==> src/rtl/mem_1d_stream_reader_pkg.sv <==
// mem_1d_stream_reader_pkg: shared sizes and FSM encoding for the 1-D result memory and its reader
package mem_1d_stream_reader_pkg;
    localparam int PKG_DW       = 8;
    localparam int PKG_MEM_SIZE = 14;
    localparam int PKG_MEM_ADDR = 4;
    localparam int PKG_WW       = PKG_DW + 1;

    localparam logic [1:0] ST_IDLE  = 2'd0;
    localparam logic [1:0] ST_READ  = 2'd1;
    localparam logic [1:0] ST_DRAIN = 2'd2;
    localparam logic [1:0] ST_DONE  = 2'd3;

    typedef enum logic [1:0] {
        S_IDLE  = ST_IDLE,
        S_READ  = ST_READ,
        S_DRAIN = ST_DRAIN,
        S_DONE  = ST_DONE
    } state_t;
endpackage

==> src/rtl/mem_1d_argmax.sv <==
// mem_1d_argmax: running signed maximum and its index; ties keep the earliest index
module mem_1d_argmax
    import mem_1d_stream_reader_pkg::*;
#(
    parameter int W  = PKG_WW,
    parameter int AW = PKG_MEM_ADDR
) (
    input  logic                clk,
    input  logic                reset,
    input  logic                clear_i,
    input  logic                load_i,
    input  logic signed [W-1:0] value_i,
    input  logic [AW-1:0]       index_i,
    output logic signed [W-1:0] max_value_o,
    output logic [AW-1:0]       max_index_o
);
    logic                have_q, have_d;
    logic signed [W-1:0] val_q, val_d;
    logic [AW-1:0]       idx_q, idx_d;
    logic                take;

    // the first word after clear always wins, later ones only if strictly greater
    always_comb begin
        take   = load_i && (!have_q || value_i > val_q);
        have_d = clear_i ? 1'b0 : (have_q || load_i);
        val_d  = take ? value_i : val_q;
        idx_d  = take ? index_i : idx_q;
    end

    // tracker registers, cleared by reset only so results persist past done
    always_ff @(posedge clk) begin
        if (!reset) begin
            have_q <= 1'b0;
            val_q  <= '0;
            idx_q  <= '0;
        end else begin
            have_q <= have_d;
            val_q  <= val_d;
            idx_q  <= idx_d;
        end
    end

    assign max_value_o = val_q;
    assign max_index_o = idx_q;
endmodule

==> src/rtl/mem_1d_stream_reader.sv <==
// mem_1d_stream_reader: streams the 1-D memory in address order over valid/ready while tracking argmax
module mem_1d_stream_reader
    import mem_1d_stream_reader_pkg::*;
#(
    parameter int DW       = PKG_DW,
    parameter int MEM_SIZE = PKG_MEM_SIZE,
    parameter int MEM_ADDR = PKG_MEM_ADDR
) (
    input  logic                 clk,
    input  logic                 reset,
    input  logic                 start,
    output logic                 read_en,
    output logic [MEM_ADDR-1:0]  out_address,
    input  logic signed [DW:0]   mem_data,
    output logic signed [DW:0]   m_data,
    output logic                 m_valid,
    input  logic                 m_ready,
    output logic                 m_last,
    output logic                 busy,
    output logic                 done,
    output logic signed [DW:0]   max_value,
    output logic [MEM_ADDR-1:0]  max_index
);
    state_t               state_q, state_d;
    logic [MEM_ADDR-1:0]  addr_q, addr_d;
    logic signed [DW:0]   data_q, data_d;
    logic                 valid_q, valid_d;
    logic                 last_q, last_d;
    logic                 load, clear, last_addr;

    // next-state: the output register refills whenever it is empty or being consumed
    always_comb begin
        state_d   = state_q;
        addr_d    = addr_q;
        data_d    = data_q;
        valid_d   = valid_q;
        last_d    = last_q;
        clear     = (state_q == S_IDLE) && start;
        load      = (state_q == S_READ) && (!valid_q || m_ready);
        last_addr = addr_q == MEM_ADDR'(MEM_SIZE - 1);
        case (state_q)
            S_IDLE: begin
                if (start) begin
                    state_d = S_READ;
                    addr_d  = '0;
                end
            end
            S_READ: begin
                if (load) begin
                    data_d  = mem_data;
                    valid_d = 1'b1;
                    last_d  = last_addr;
                    addr_d  = addr_q + 1'b1;
                    if (last_addr) state_d = S_DRAIN;
                end
            end
            S_DRAIN: begin
                if (valid_q && m_ready) begin
                    valid_d = 1'b0;
                    last_d  = 1'b0;
                    state_d = S_DONE;
                end
            end
            S_DONE:  state_d = S_IDLE;
            default: state_d = S_IDLE;
        endcase
    end

    // state, address and output register
    always_ff @(posedge clk) begin
        if (!reset) begin
            state_q <= S_IDLE;
            addr_q  <= '0;
            data_q  <= '0;
            valid_q <= 1'b0;
            last_q  <= 1'b0;
        end else begin
            state_q <= state_d;
            addr_q  <= addr_d;
            data_q  <= data_d;
            valid_q <= valid_d;
            last_q  <= last_d;
        end
    end

    mem_1d_argmax #(.W(DW + 1), .AW(MEM_ADDR)) u_argmax (
        .clk         (clk),
        .reset       (reset),
        .clear_i     (clear),
        .load_i      (load),
        .value_i     (mem_data),
        .index_i     (addr_q),
        .max_value_o (max_value),
        .max_index_o (max_index)
    );

    assign read_en     = state_q == S_READ;
    assign out_address = read_en ? addr_q : '0;
    assign busy        = state_q != S_IDLE;
    assign done        = state_q == S_DONE;
    assign m_data      = data_q;
    assign m_valid     = valid_q;
    assign m_last      = last_q;
endmodule

==> config.mk <==
export PLATFORM = sky130hd
export DESIGN_NAME = mem_1d_stream_reader
export DESIGN_NICKNAME = d
export VERILOG_FILES = /design/src/rtl/mem_1d_stream_reader_pkg.sv /design/src/rtl/mem_1d_argmax.sv /design/src/rtl/mem_1d_stream_reader.sv
export SDC_FILE = /design/constraint.sdc
export NUM_CORES = 1
export LEC_CHECK = 0
export CAP_MARGIN = 10
export CORE_MARGIN = 5
export CORE_UTILIZATION = 48
export CTS_CLUSTER_SIZE = 16
export DETAILED_ROUTE_END_ITERATION = 10
export PLACE_DENSITY_LB_ADDON = 0.25
export SETUP_SLACK_MARGIN = 0.2
export SKIP_CTS_REPAIR_TIMING = 1
export SLEW_MARGIN = 20
export SYNTH_ARGS = -nofsm -noshare
export SYNTH_HDL_FRONTEND = slang
export SYNTH_SLANG_ARGS = --single-unit
==> constraint.sdc <==
create_clock -name clk -period 2.4 [get_ports clk]
set_input_delay 0.48 -clock clk [delete_from_list [all_inputs] [get_ports clk]]
set_output_delay 0.48 -clock clk [all_outputs]
set_load 0.1 [all_outputs]
==> reports/results.ini <==
[cells_and_area]
final_cell_mix = nand2_1, buf_4, dfxtp_1
synthToLayoutAreaGrowth_pct = 37.6
diodes = 0
fillers = 280
post_route_cells_drive_above_1_share_pct = 26.1
nets = 285
final_common_cell = nand2_1
fin_cells = 303

[drt]
dr.pass1.iters = 4
drt_wl_total_mm = 3.86
drtIter0Drc = 113
ant_nets = 0
via_per_inst = 5.00
wire_per_inst_um = 12.7
vias = 1515
drc = 0

[worst_setup_path]
critPathArrivalTime_ns = 2.39
critical_path_class = input port to flip-flop
endpoint_kind = flip-flop
critical_path.cell_chain = clkdlybuf4s50_1 -> ha_1 -> a2111o_1 -> a41o_1 -> nand3_2 -> nand3_2 -> mux2i_1
path_max_fanout = 6
reg2reg_from = u_argmax.max_value_o[6]
worst_r2r_path_depth = 7
crit_top_cell = nand3_2
reg2reg_slack_ns = 0.47
crit_path_top_delay_cell = clkdlybuf4s50_1
reg2reg_to = u_argmax.max_index_o[3]
cp.required_ns = 2.60
cp-start-kind = input port
critPathMaxStageDelay_ns = 0.45

[grt]
first_global_vias = 1489
grt_usage_pct = 16.6
gr-total-overflow = 0
antenna_found_initial = 0
grt_max_degree = 19
grt_pass1_wl_mm = 6.58

[place]
dp.cells = 294
port_buffers = 43
pre_cts_ws_ns = -0.138
dp_hpwl_mm = 3.02
gp_congestion = 0.782

[synthesis]
yosysUniqueCellTypes = 30
synth_edf_count = 0
synth_top_family_by_area = simple AND/OR/NAND/NOR gates
syn_area_sq_um = 1670
synthCells = 201
async_flop_share_pct = 0
synthXorXnorAreaFrac_pct = 1.05
synth.largest_area_cell = dfxtp_1
synthTopCellsByArea = dfxtp_1, ha_1, nand2_1, mux2i_1, a21boi_0
synthFlopType = dfxtp_1
synth_area_per_cell_sq_um = 8.32
syn_nets = 230
synth_fa_ha_area_share_pct = 12.0
synth-simple-area-share_pct = 23.6
synth_top_area_share_pct = 37.1
synth-compound-area-share_pct = 12.3
ys_ff_latch = 31
synthMuxAreaShare_pct = 8.38
yosysWarnings = 0
ys_seq_area_share_pct = 37.1

[hold_path]
hp-start = u_argmax.max_index_o[2]
hold_path_class = flip-flop to flip-flop
whs_endpoint = u_argmax.max_index_o[2]
hold_depth = 2

[timing]
fin_ws_ns = 0.214
setup_viol = 0
rsz0062_at_grt = true
slew_headroom_pct = 68.2
clock_skew_ns = 0.00836
timing_hold_violations_final = 0
drv_slew = 0
min_period_ns = 2.19
tightest_slew_ns = 0.476
fmax_mhz = 457
min_period_over_period_pct = 91.1

[die]
die_w_um = 69.0
rows = 21
start_util_pct = 49.7
core-area_sq_um = 3360
ios = 44
die_h_um = 69.0
die-area_sq_um = 4760

[cts]
htreeDepth = 2
clock-sinks = 31
clock_path_buffers = 2
cts_made_buffers = 5
cts_tree = done
clk_pin_slew_ns = 0.09
cts_root_buffer = clkbuf_4
clk_latency_ns = 0.32

[run_status]
outcome = complete, no violations

[pwr]
ir_worst_vdd_mv = 0.891
leakagePower_uw = 0.00101
power.density_nw_per_um2 = 1310
total_power_uw = 3020

[flow_run]
max_cap_violations = 0

-- per-stage QoR --
step | hold slack (ns) | area (sq um) | setup TNS (ns) | utilization [%]
final | 0.463 | 2300 | 0 | 68.4
after CTS | 0.471 | 2290 | 0 | 68.1
after detailed placement | 0.458 | 2220 | -1.53 | 66.0
after global routing | 0.491 | 2300 | 0 | 68.4
after floorplan | 0.466 | 1690 | 0 | -
after global placement | 0.446 | 2220 | -1.25 | 66.0
-- final cells by class --
cell class / count / area (sq um) / share of cell area [%]
Multi-Input combinational cell: 148 / 975 / 42.4
Sequential cell: 31 / 633 / 27.5
Timing Repair Buffer: 56 / 513 / 22.3
Clock buffer: 8 / 68.8 / 2.99
Tap cell: 46 / 57.6 / 2.50
Inverter: 14 / 52.6 / 2.29
-- sequential cells by signal (all words and copies together) (netlist names) --
signal	cells
u_argmax.have_q	1
addr_q	4
m_last	1
m_data	9
state_q	2
u_argmax.max_index_o	4
u_argmax.max_value_o	9
m_valid	1
-- worst max-delay path by stage --
stage	slack, ns	end	startpoint	cells past startpoint
after detailed placement	-0.14	u_argmax.max_value_o[5]	mem_data[6]	7
final	0.21	u_argmax.max_index_o[3]	mem_data[6]	7
after global placement	-0.1	u_argmax.max_value_o[3]	mem_data[6]	7
after CTS	0.21	u_argmax.max_value_o[5]	mem_data[6]	7
after floorplan	0.21	out_address[0]	state_q[1]	4
after global routing	0.19	u_argmax.max_index_o[3]	mem_data[6]	7
-- cells by family (layout without fill, tap and decap cells) --
group | count (synthesis) | count (layout)
flops | 31 | 31
buf+inv | 23 | 78
fa+ha+maj | 16 | 16
mux | 14 | 14
simple gates | 84 | 85
xor+xnor | 2 | 2
compound gates | 31 | 31
-- layer usage --
metal / GRT usage (%) / vias to the layer above / share of wire (%)
li1: - / 779 / -
met1: 19.1 / 693 / 43
met2: 29.0 / 39 / 49
met3: 5.09 / 4 / 6.2
met4: 5.86 / 0 / 0.93
met5: 0 / - / 0
-- cell usage after synthesis (2+ instances only) --
master,count
a21oi_1,7
o21ai_0,7
ha_1,16
o211ai_1,2
nand2b_1,2
and2_1,5
xor2_1,2
a21boi_0,9
nor3_1,3
nand2_1,53
nor2b_1,7
and3_1,3
clkbuf_1,8
nand3_1,2
inv_1,14
nor2_1,4
dfxtp_1,31
mux2i_1,14
-- power by group --
| group | switching (uW) | internal, uW | leakage, uW | total [uW] |
|---|---|---|---|---|
| combinational | 1400 | 531 | 0.000718 | 1930 |
| sequential | 98.2 | 651 | 0.000256 | 749 |
| clock | 168 | 172 | 0.0000386 | 341 |
-- worst max-delay path: cells and delay by family --
| family | cells | cell delay (ns) |
|---|---|---|
| AND/OR/NAND/NOR | 2 | 0.34 |
| multiplexers | 1 | 0.18 |
| adder cells (fa/ha/maj) | 1 | 0.32 |
| AO/OA/AOI/OAI | 2 | 0.62 |
| buffers and inverters | 1 | 0.45 |
Note: power is estimated with default switching activity, not from simulation.
